--- src/rtl/fpu_request_arbiter.sv ---
// Round-robin arbiter sharing one fixed-point unit between two requesters.
// Holds the granted operation on the unit until ready, then returns the result.
module fpu_request_arbiter #(
  parameter int unsigned WIDTH   = 32,
  parameter int unsigned TIMEOUT = 64,
  parameter int unsigned CNT_W   = 7
) (
  input  logic             clk,
  input  logic             reset,
  input  logic             req0_valid,
  output logic             req0_ready,
  input  logic [WIDTH-1:0] req0_operand_1,
  input  logic [WIDTH-1:0] req0_operand_2,
  input  logic [1:0]       req0_operation,
  input  logic             req1_valid,
  output logic             req1_ready,
  input  logic [WIDTH-1:0] req1_operand_1,
  input  logic [WIDTH-1:0] req1_operand_2,
  input  logic [1:0]       req1_operation,
  output logic             rsp0_valid,
  input  logic             rsp0_ready,
  output logic [WIDTH-1:0] rsp0_result,
  output logic             rsp0_error,
  output logic             rsp1_valid,
  input  logic             rsp1_ready,
  output logic [WIDTH-1:0] rsp1_result,
  output logic             rsp1_error,
  output logic [WIDTH-1:0] fpu_operand_1,
  output logic [WIDTH-1:0] fpu_operand_2,
  output logic [1:0]       fpu_operation,
  input  logic [WIDTH-1:0] fpu_result,
  input  logic             fpu_ready,
  output logic             busy
);

  typedef enum logic [1:0] {IDLE, ISSUE, WAIT, RESP} state_t;

  state_t           state;
  logic             owner;
  logic             last_grant;
  logic [CNT_W-1:0] cnt;
  logic             grant;

  // With both requesters valid, the one not served last wins.
  always_comb begin
    grant = 1'b0;
    if (req0_valid && req1_valid) grant = ~last_grant;
    else if (req1_valid)          grant = 1'b1;
  end

  assign req0_ready = (state == IDLE) && req0_valid && !grant;
  assign req1_ready = (state == IDLE) && req1_valid && grant;
  assign busy       = (state != IDLE);

  always_ff @(posedge clk or negedge reset) begin
    if (!reset) begin
      state         <= IDLE;
      owner         <= 1'b0;
      last_grant    <= 1'b1;
      cnt           <= '0;
      fpu_operand_1 <= '0;
      fpu_operand_2 <= '0;
      fpu_operation <= 2'd0;
      rsp0_valid    <= 1'b0;
      rsp0_result   <= '0;
      rsp0_error    <= 1'b0;
      rsp1_valid    <= 1'b0;
      rsp1_result   <= '0;
      rsp1_error    <= 1'b0;
    end else begin
      case (state)
        IDLE: begin
          if (req0_ready) begin
            fpu_operand_1 <= req0_operand_1;
            fpu_operand_2 <= req0_operand_2;
            fpu_operation <= req0_operation;
            owner         <= 1'b0;
            last_grant    <= 1'b0;
            state         <= ISSUE;
          end else if (req1_ready) begin
            fpu_operand_1 <= req1_operand_1;
            fpu_operand_2 <= req1_operand_2;
            fpu_operation <= req1_operation;
            owner         <= 1'b1;
            last_grant    <= 1'b1;
            state         <= ISSUE;
          end
        end
        // fpu_ready may still be high from the previous op, so it is not looked at here.
        ISSUE: begin
          cnt   <= '0;
          state <= WAIT;
        end
        WAIT: begin
          if (fpu_ready) begin
            if (owner) begin
              rsp1_result <= fpu_result;
              rsp1_error  <= 1'b0;
              rsp1_valid  <= 1'b1;
            end else begin
              rsp0_result <= fpu_result;
              rsp0_error  <= 1'b0;
              rsp0_valid  <= 1'b1;
            end
            state <= RESP;
          end else if (cnt == CNT_W'(TIMEOUT - 1)) begin
            if (owner) begin
              rsp1_result <= '0;
              rsp1_error  <= 1'b1;
              rsp1_valid  <= 1'b1;
            end else begin
              rsp0_result <= '0;
              rsp0_error  <= 1'b1;
              rsp0_valid  <= 1'b1;
            end
            state <= RESP;
          end else begin
            cnt <= cnt + CNT_W'(1);
          end
        end
        RESP: begin
          if (owner ? rsp1_ready : rsp0_ready) begin
            rsp0_valid <= 1'b0;
            rsp1_valid <= 1'b0;
            state      <= IDLE;
          end
        end
        default: state <= IDLE;
      endcase
    end
  end

endmodule

--- config.mk ---
export PLATFORM = sky130hd
export DESIGN_NAME = fpu_request_arbiter
export DESIGN_NICKNAME = d
export VERILOG_FILES = /design/src/rtl/fpu_request_arbiter.sv
export SDC_FILE = /design/constraint.sdc
export NUM_CORES = 1
export LEC_CHECK = 0
export CORE_MARGIN = 2
export CORE_UTILIZATION = 35
export CTS_CLUSTER_DIAMETER = 150
export DETAILED_ROUTE_END_ITERATION = 10
export PLACE_DENSITY = 0.71
export SLEW_MARGIN = 10
export SYNTH_ARGS = -nofsm -noshare
export SYNTH_HDL_FRONTEND = slang
export SYNTH_SLANG_ARGS = --single-unit
export TNS_END_PERCENT = 20
--- constraint.sdc ---
create_clock -name clk -period 2 [get_ports clk]
set_input_delay 0.5 -clock clk [delete_from_list [all_inputs] [get_ports clk]]
set_output_delay 0.5 -clock clk [all_outputs]
set_load 0.02 [all_outputs]
Word-level counts from Yosys, hierarchy flattened
Cells that the tools add are included.

Word-level logic and storage cells: 88. Bits in registers: 145. Output and inout bits: 137. Bits of input ports: 171.

Bitwise logic cells: 2. Mux-type cells: 45. Reductions and logical operators: 18. Add/subtract/negate cells: 1. Equal/unequal tests: 9.

Operator list (count): 32-bit 2-to-1 mux (12); 1-bit 2-to-1 mux (20); 3-bit AND reduction (5); 2-bit 2-to-1 mux (7); 7-bit 2-to-1 mux (2); 7-bit case mux with 2 select lines (1); 2-bit nonzero test (5); 2-bit case mux with 4 select lines (1); 7-bit by 1-bit adder with 7-bit output, second input constant (1); 7-bit by 6-bit equality test with 1-bit output, second input constant (1); 2-bit inequality test, second input constant (3); 3-bit inequality test, second input constant (2); 1-bit logical AND (5); 2-bit equality test, second input constant (2); 1-bit case mux with 2 select lines (2); 2-bit by 1-bit equality test with 1-bit output, second input constant (1); 2-bit logical NOT (1); 1-bit NOT (2); 2-bit AND reduction (1); 1-bit logical NOT (1).

Depth between registers and ports, before layout
Gate-level depths: netlist of the first run.

Depth after elaboration: 6. Gate-level depth with buffers: 7.

Worst setup path after synthesis of the first run
OpenSTA, ideal clock, no wires.

Path kind: register -> output. Start point: register state[0]. End point: output port req0_ready. Data arrival time: 1.379 ns. Cell stages (with the launch flop): 7. Data required time: 1.500 ns. Path slack: 0.121 ns. Cells stage by stage: dfrtp_1 inv_1 ha_1 o211ai_2 buf_4 buf_4 inv_1.

Cells in the longest elaborated chain, start to end: 3.

RTL lines: start, declared (line 38) `state_t state;`; start signal, assigned (line 57) `state <= IDLE;`; start signal, assigned (line 79) `state <= ISSUE;`; start signal, assigned (line 86) `state <= ISSUE;`; 2-bit logical NOT (line 51) `assign req0_ready = (state == IDLE) && req0_valid && !grant;`; 1-bit logical AND (2 in a row) (line 51); end, declared (line 11) `output logic req0_ready,`.

No other way between the ends.

Worst setup path after layout of the first run
Start point: register fpu_operand_1[27]. End point: output port fpu_operand_1[27].

RTL lines: start, declared (line 28) `output logic [WIDTH-1:0] fpu_operand_1,`; start signal, assigned (line 74) `fpu_operand_1 <= req0_operand_1;`; start signal, assigned (line 81) `fpu_operand_1 <= req1_operand_1;`.

No word-level cell between the ends.

==> flow_metrics.tcl, run 1 <==
set metrics [dict create \
    worstSkewPairLatency_ns 0.42 \
    worst_slew_pin_slew_ns 0.394 \
    die_w_um 137 \
    path_delay_family "buffers and inverters" \
    min_path_cells 2 \
    ir_drop_mv 0.784 \
    yosysTopAreaCell "dfrtp_1" \
    required_ns 1.50 \
    fmax_mhz 517 \
    status "finished clean" \
    syn_area_um2 6160 \
    cp_num_buf_inv 1 \
    placementRows 48 \
    clkPwrFrac_pct 18.9 \
    track_usage_pct 21.4 \
    area_growth_pct 70.5 \
    final_cell_mix "302 x clkdlybuf4s50_1, 144 x dfrtp_1, 79 x nand2_1, 68 x mux2i_1, 66 x o21ai_1" \
    antenna_found_initial 0 \
    crit_chain "clkdlybuf4s50_1" \
    worstPathMaxFanout 2 \
    drt_pass1_iterations 4 \
    power_frac_seq_pct 31.0 \
    cp-startpoint "fpu_operand_1[27]$_DFFE_PN0P_" \
    worstReg2RegStart "cnt[0]$_DFFE_PN0P_" \
    synth_seq_area_share_pct 59.0 \
    cp.depth 1 \
    vias_per_cell 4.97 \
    drt_wl_total_um 20000 \
    ant_nets 0 \
    synth_edf_count 0 \
    coreArea_um2 17200 \
    fill_cells 1323 \
    root_buffer "clkbuf_16" \
    seq_area_um2 3630 \
    setup_viol 0 \
    grt-ovfl-total 0 \
    synth_warnings 0 \
    cap_violations 0 \
    powerDensity_nw_per_um2 1560 \
    end_kind "output port" \
    hold_class "flop to flop" \
    grt_max_degree 49 \
    tns_ns 0 \
    final_common_cell "clkdlybuf4s50_1" \
    route.detailed.drc 0 \
    startpoint_type "flop" \
    place_hpwl_um 14900 \
    finalHoldViolCount 0 \
    antennaDiodeCount 0 \
    final_core_util_pct 60.9 \
    yosysTopAreaCellShare_pct 58.5 \
    layout-drive-gt1-share_pct 10.8 \
    syn_nets 701 \
    cts_tree "yes" \
    vias 5447 \
    synth.area.top_cells "dfrtp_1 59%, mux2i_1 11%, a22o_1 9.2%" \
    routedWlPerCell_um 18.2 \
    reg2regPathDepth 6 \
    syn_avg_cell_area_um2 11.8 \
    io_pins 308 \
    start_util_pct 35.7 \
    relSlewSlack_pct 73.0 \
    hp-start "fpu_operand_1[31]$_DFFE_PN0P_" \
    cts_buffers 17 \
    drv_slew 0 \
    dieArea_um2 18700 \
    place_congestion 0.839 \
    synth-seq-cells 145 \
    critical_path_class "flop to output port" \
    slowest_delay_ns 0.67 \
    drt_iter0_drc 240 \
    clock_skew_ns 0.0135 \
    netlist_instances 524 \
    switching_share_pct 37.3 \
    p_switching_uw 6120 \
    synth_top_flop_cell "dfrtp_1" \
    nNetsFinal 1037 \
    leakagePower_uw 0.00502 \
    cts.sink_count 145 \
    io_buffers 307 \
    cpMaxStageDelayCell "clkdlybuf4s50_1" \
    multi_input_area_um2 2350 \
    die_h_um 137 \
    rsz0062_at_grt "false" \
    async_flop_share_pct 100 \
    finalCritPeriodShare_pct 96.8 \
    synth.distinct_cells 38 \
    critical_path_arrival_ns 1.44 \
    path_clk_slew_ns 0.06 \
    grt_pass1_vias 5718 \
    p_int_uw 10300 \
    period_minus_slack_ns 1.94 \
    h-tree-depth 4 \
    comb_power_share_pct 50.1 \
    clockBufferDepth 2 \
    grt_pass1_wl_um 30700 \
]
==> synth_stat cells (2+ instances only) <==
library cell	number
mux2i_1	68
ha_1	6
a21oi_1	7
buf_4	5
nand2b_1	3
clkbuf_1	9
nand3_1	6
o21ai_1	67
and2_1	2
nor3b_1	2
a41oi_1	3
nand2_1	79
xor2_1	2
nor2_1	6
nor2b_1	3
a22o_1	65
inv_1	6
dfrtp_1	144
buf_2	22
==> timing repair <==
item / 4_1_cts / 5_1_grt
gates resized for setup: 15 / 0
pin swaps: 2 / 0
cloned: 0 / 0
hold buffers: 1 / 0
endpoints found under the hold margin: 30 / 0
setup buffers: 3 / 1
endpoints found under the setup margin: 3 / 2
==> area by class of cell <==
| type | instances | area share (%) |
|---|---|---|
| clock buffers | 19 | 4.22 |
| well taps | 225 | 2.68 |
| inverters | 7 | 0.250 |
| flip-flops and latches | 145 | 34.6 |
| repair buffers | 354 | 34.6 |
| clock inverters | 12 | 1.29 |
| multi-input cells | 335 | 22.4 |
==> routing by layer <==
layer	track usage (%)	routed length [um]	vias to the layer above
li1	-	-	2554
met1	24.2	7510	2613
met2	36.7	9920	255
met3	9.07	2230	25
met4	6.54	346	0
met5	0	0	-
==> cell families (layout without fill, tap and decap cells) <==
family | Yosys count | count (layout) | synth area share [%]
AO/OA/AOI/OAI | 152 | 152 | 17.3
flip-flops | 145 | 145 | 59.0
AND/OR/NAND/NOR | 105 | 105 | 7.25
multiplexers | 69 | 69 | 11.3
buffers and inverters | 44 | 392 | 3.56
adder cells (fa/ha/maj) | 6 | 6 | 1.22
XOR/XNOR | 3 | 3 | 0.427
==> per-stage QoR <==
step                hold slack [ns]  instances  total power, uW  cell area (um^2)  setup slack, ns
floorplan                     0.204        524             8960              6160            0.121
global placement              0.420       1061            13100              9860           -0.269
detailed placement            0.422       1061            13300              9860           -0.274
CTS                           0.487       1096            16600             10500           0.0234
global route                  0.507       1097            17400             10500          0.00478
finish                        0.481       1097            16400             10500           0.0647
==> registers in the layout, summed over array words and instances (netlist names), 2 cells and up <==
| register | flops |
|---|---|
| state | 2 |
| fpu_operand_1 | 32 |
| rsp0_result | 32 |
| fpu_operand_2 | 32 |
| rsp1_result | 32 |
| cnt | 7 |
| fpu_operation | 2 |
==> power groups by stage <==
| stage | clock, uW | combinational, uW | sequential [uW] |
|---|---|---|---|
| after floorplan | 0 | 2450 | 6520 |
| after global placement | 0 | 8020 | 5040 |
| after detailed placement | 0 | 8180 | 5090 |
| after CTS | 3190 | 8280 | 5090 |
| after global routing | 3330 | 8840 | 5230 |
| final | 3100 | 8210 | 5090 |
==> final timing paths <==
kind,slack [ns],endpoint
worst min register to register,0.48,fpu_operand_1[31]$_DFFE_PN0P_
worst max register to register,0.13,rsp1_result[9]$_DFFE_PN0P_
worst min-delay path,0.48,fpu_operand_1[31]$_DFFE_PN0P_
max in group asynchronous,0.83,fpu_operand_1[9]$_DFFE_PN0P_
worst max-delay path,0.06,fpu_operand_1[27]
min in group asynchronous,0.56,rsp1_result[6]$_DFFE_PN0P_
No activity file was read; power rests on OpenSTA's default activity.
==> run 2, diff against run 1 <==
--- a/config.mk
+++ b/config.mk
@@ -5,12 +5,11 @@
 export SDC_FILE = /design/constraint.sdc
 export NUM_CORES = 1
 export LEC_CHECK = 0
-export CORE_MARGIN = 2
 export CORE_UTILIZATION = 35
 export CTS_CLUSTER_DIAMETER = 150
 export DETAILED_ROUTE_END_ITERATION = 10
-export PLACE_DENSITY = 0.71
-export SLEW_MARGIN = 10
+export PLACE_DENSITY_LB_ADDON = 0.25
+export SLEW_MARGIN = 20
 export SYNTH_ARGS = -nofsm -noshare
 export SYNTH_HDL_FRONTEND = slang
 export SYNTH_SLANG_ARGS = --single-unit
==> run 2 against run 1 <==
  * Sequential share of layout area is 0.34 points higher
  * Critical path depth is the same
  * Register-to-register slack improved by 0.04 ns
  * Setup slack better by 0.011 ns
  * Sequential power about the same
  * Power decreased by 0.20%
  * First-iteration DRC count down 24%
  * Clock skew shrank 0.0044 ns
  * Non-clock buffer count decreased by 10
  * Design area down 0.98%
==> flow_metrics.tcl, run 2 (synthesis results as in run 1) <==
set metrics [dict create \
    status "finished clean" \
    slowest_delay_ns 0.62 \
    worstPathMaxFanout 2 \
    timing.final.ws_setup_ns 0.0759 \
    cpMaxStageDelayCell "clkdlybuf4s50_1" \
    crit_chain "clkdlybuf4s50_1" \
    vias_per_cell 4.94 \
    dieArea_um2 18100 \
    layout-drive-gt1-share_pct 10.2 \
    route.detailed.drc 0 \
    hold_class "input port to async pin" \
    final_common_cell "clkdlybuf4s50_1" \
    pre_cts_ws_ns -0.305 \
    hold-worst-slack_ns 0.0502 \
    placementRows 48 \
    antennaDiodeCount 0 \
    worstReg2RegStart "cnt[0]$_DFFE_PN0P_" \
    startpoint_type "flop" \
    final_core_util_pct 60.3 \
    final_cell_mix "302 x clkdlybuf4s50_1, 144 x dfrtp_1, 79 x nand2_1, 68 x mux2i_1, 66 x o21ai_1" \
    leakagePower_uw 0.00496 \
    cp-startpoint "fpu_operand_2[12]$_DFFE_PN0P_" \
    multi_input_area_um2 2350 \
    seq_area_um2 3630 \
    path_delay_family "buffers and inverters" \
    drv_slew 0 \
    critical_path_class "flop to output port" \
    cts.sink_count 145 \
    die_h_um 135 \
    io_buffers 307 \
    drt_pass1_iterations 4 \
    drt_iter0_drc 183 \
    grt_pass1_wl_um 29600 \
    path_clk_slew_ns 0.06 \
    coreArea_um2 17200 \
    cts_tree "yes" \
    clock_skew_ns 0.00907 \
    fmax_mhz 520 \
    grt-ovfl-total 0 \
    worst_slew_pin_slew_ns 0.546 \
    io_pins 308 \
    routedWlPerCell_um 17.1 \
    drt_wl_total_um 18600 \
    powerDensity_nw_per_um2 1580 \
    vias 5372 \
    grt_max_degree 56 \
    rsz0062_at_grt "true" \
    grt_pass1_vias 5609 \
    finalHoldViolCount 0 \
    antenna_found_initial 0 \
    setup_viol 0 \
    area_growth_pct 68.8 \
    fill_cells 1341 \
    track_usage_pct 21.2 \
    relSlewSlack_pct 63.6 \
    clockBufferDepth 2 \
    reg2reg_slack_ns 0.17 \
    ant_nets 0 \
    critical_path_arrival_ns 1.42 \
    start_util_pct 35.7 \
    place_hpwl_um 13800 \
    period_minus_slack_ns 1.92 \
    end_kind "output port" \
    worstSkewPairLatency_ns 0.42 \
    die_w_um 135 \
    required_ns 1.50 \
    nNetsFinal 1027 \
    cap_violations 0 \
    finalCritPeriodShare_pct 96.2 \
    cts_buffers 17 \
    place_congestion 0.794 \
    cp_num_buf_inv 1 \
    ir_drop_mv 0.951 \
    h-tree-depth 4 \
    root_buffer "clkbuf_16" \
]
run 2: worst paths after layout:
path | to | cells after the start
worst max-delay path | fpu_operand_2[12] | 1
worst min-delay path | rsp0_result[5]$_DFFE_PN0P_ | 1
worst max register to register | rsp1_result[0]$_DFFE_PN0P_ | 6
worst min register to register | fpu_operand_1[5]$_DFFE_PN0P_ | 2
max in group asynchronous | fpu_operand_2[1]$_DFFE_PN0P_ | 2
min in group clk | fpu_operand_1[5]$_DFFE_PN0P_ | 2
run 2: area by class of cell:
type                            instances  area share (%)
Clock inverter                         14            1.71
Tap cell                              225            2.71
Sequential cell                       145            34.9
Clock buffer                           18            4.13
Inverter                                7           0.253
Multi-Input combinational cell        335            22.6
Timing Repair Buffer                  344            33.7
run 2: repair_timing:
item                       in CTS  in global routing
pin swaps                       2                  1
hold buffers                    0                  0
setup endpoints to repair       3                  4
setup buffers                   1                  1
resized for setup              15                  3
run 2: layer usage:
metal	GRT usage [%]	part of all wire, %	vias to the layer above
met1	24.0	39	2561
met2	35.9	49	237
met3	8.60	9.5	30
li1	-	-	2544
met4	7.99	2.0	0
met5	0	0	-
run 2: metrics by stage:
step | std cells | setup TNS (ns) | total power [uW] | area, um^2
final | 1088 | 0 | 16400 | 10400
after global routing | 1088 | -0.0316 | 17300 | 10400
after CTS | 1087 | 0 | 16500 | 10400
after detailed placement | 1054 | -16.88 | 13100 | 9760
after global placement | 1054 | -13.61 | 12900 | 9760
after floorplan | 524 | 0 | 8960 | 6160
run 2: power breakdown:
group          total (uW)  switching, uW  internal, uW
logic                8010           3970          4040
registers            5090            814          4270
clock network        3280           1290          1980
total               16400           6080         10300
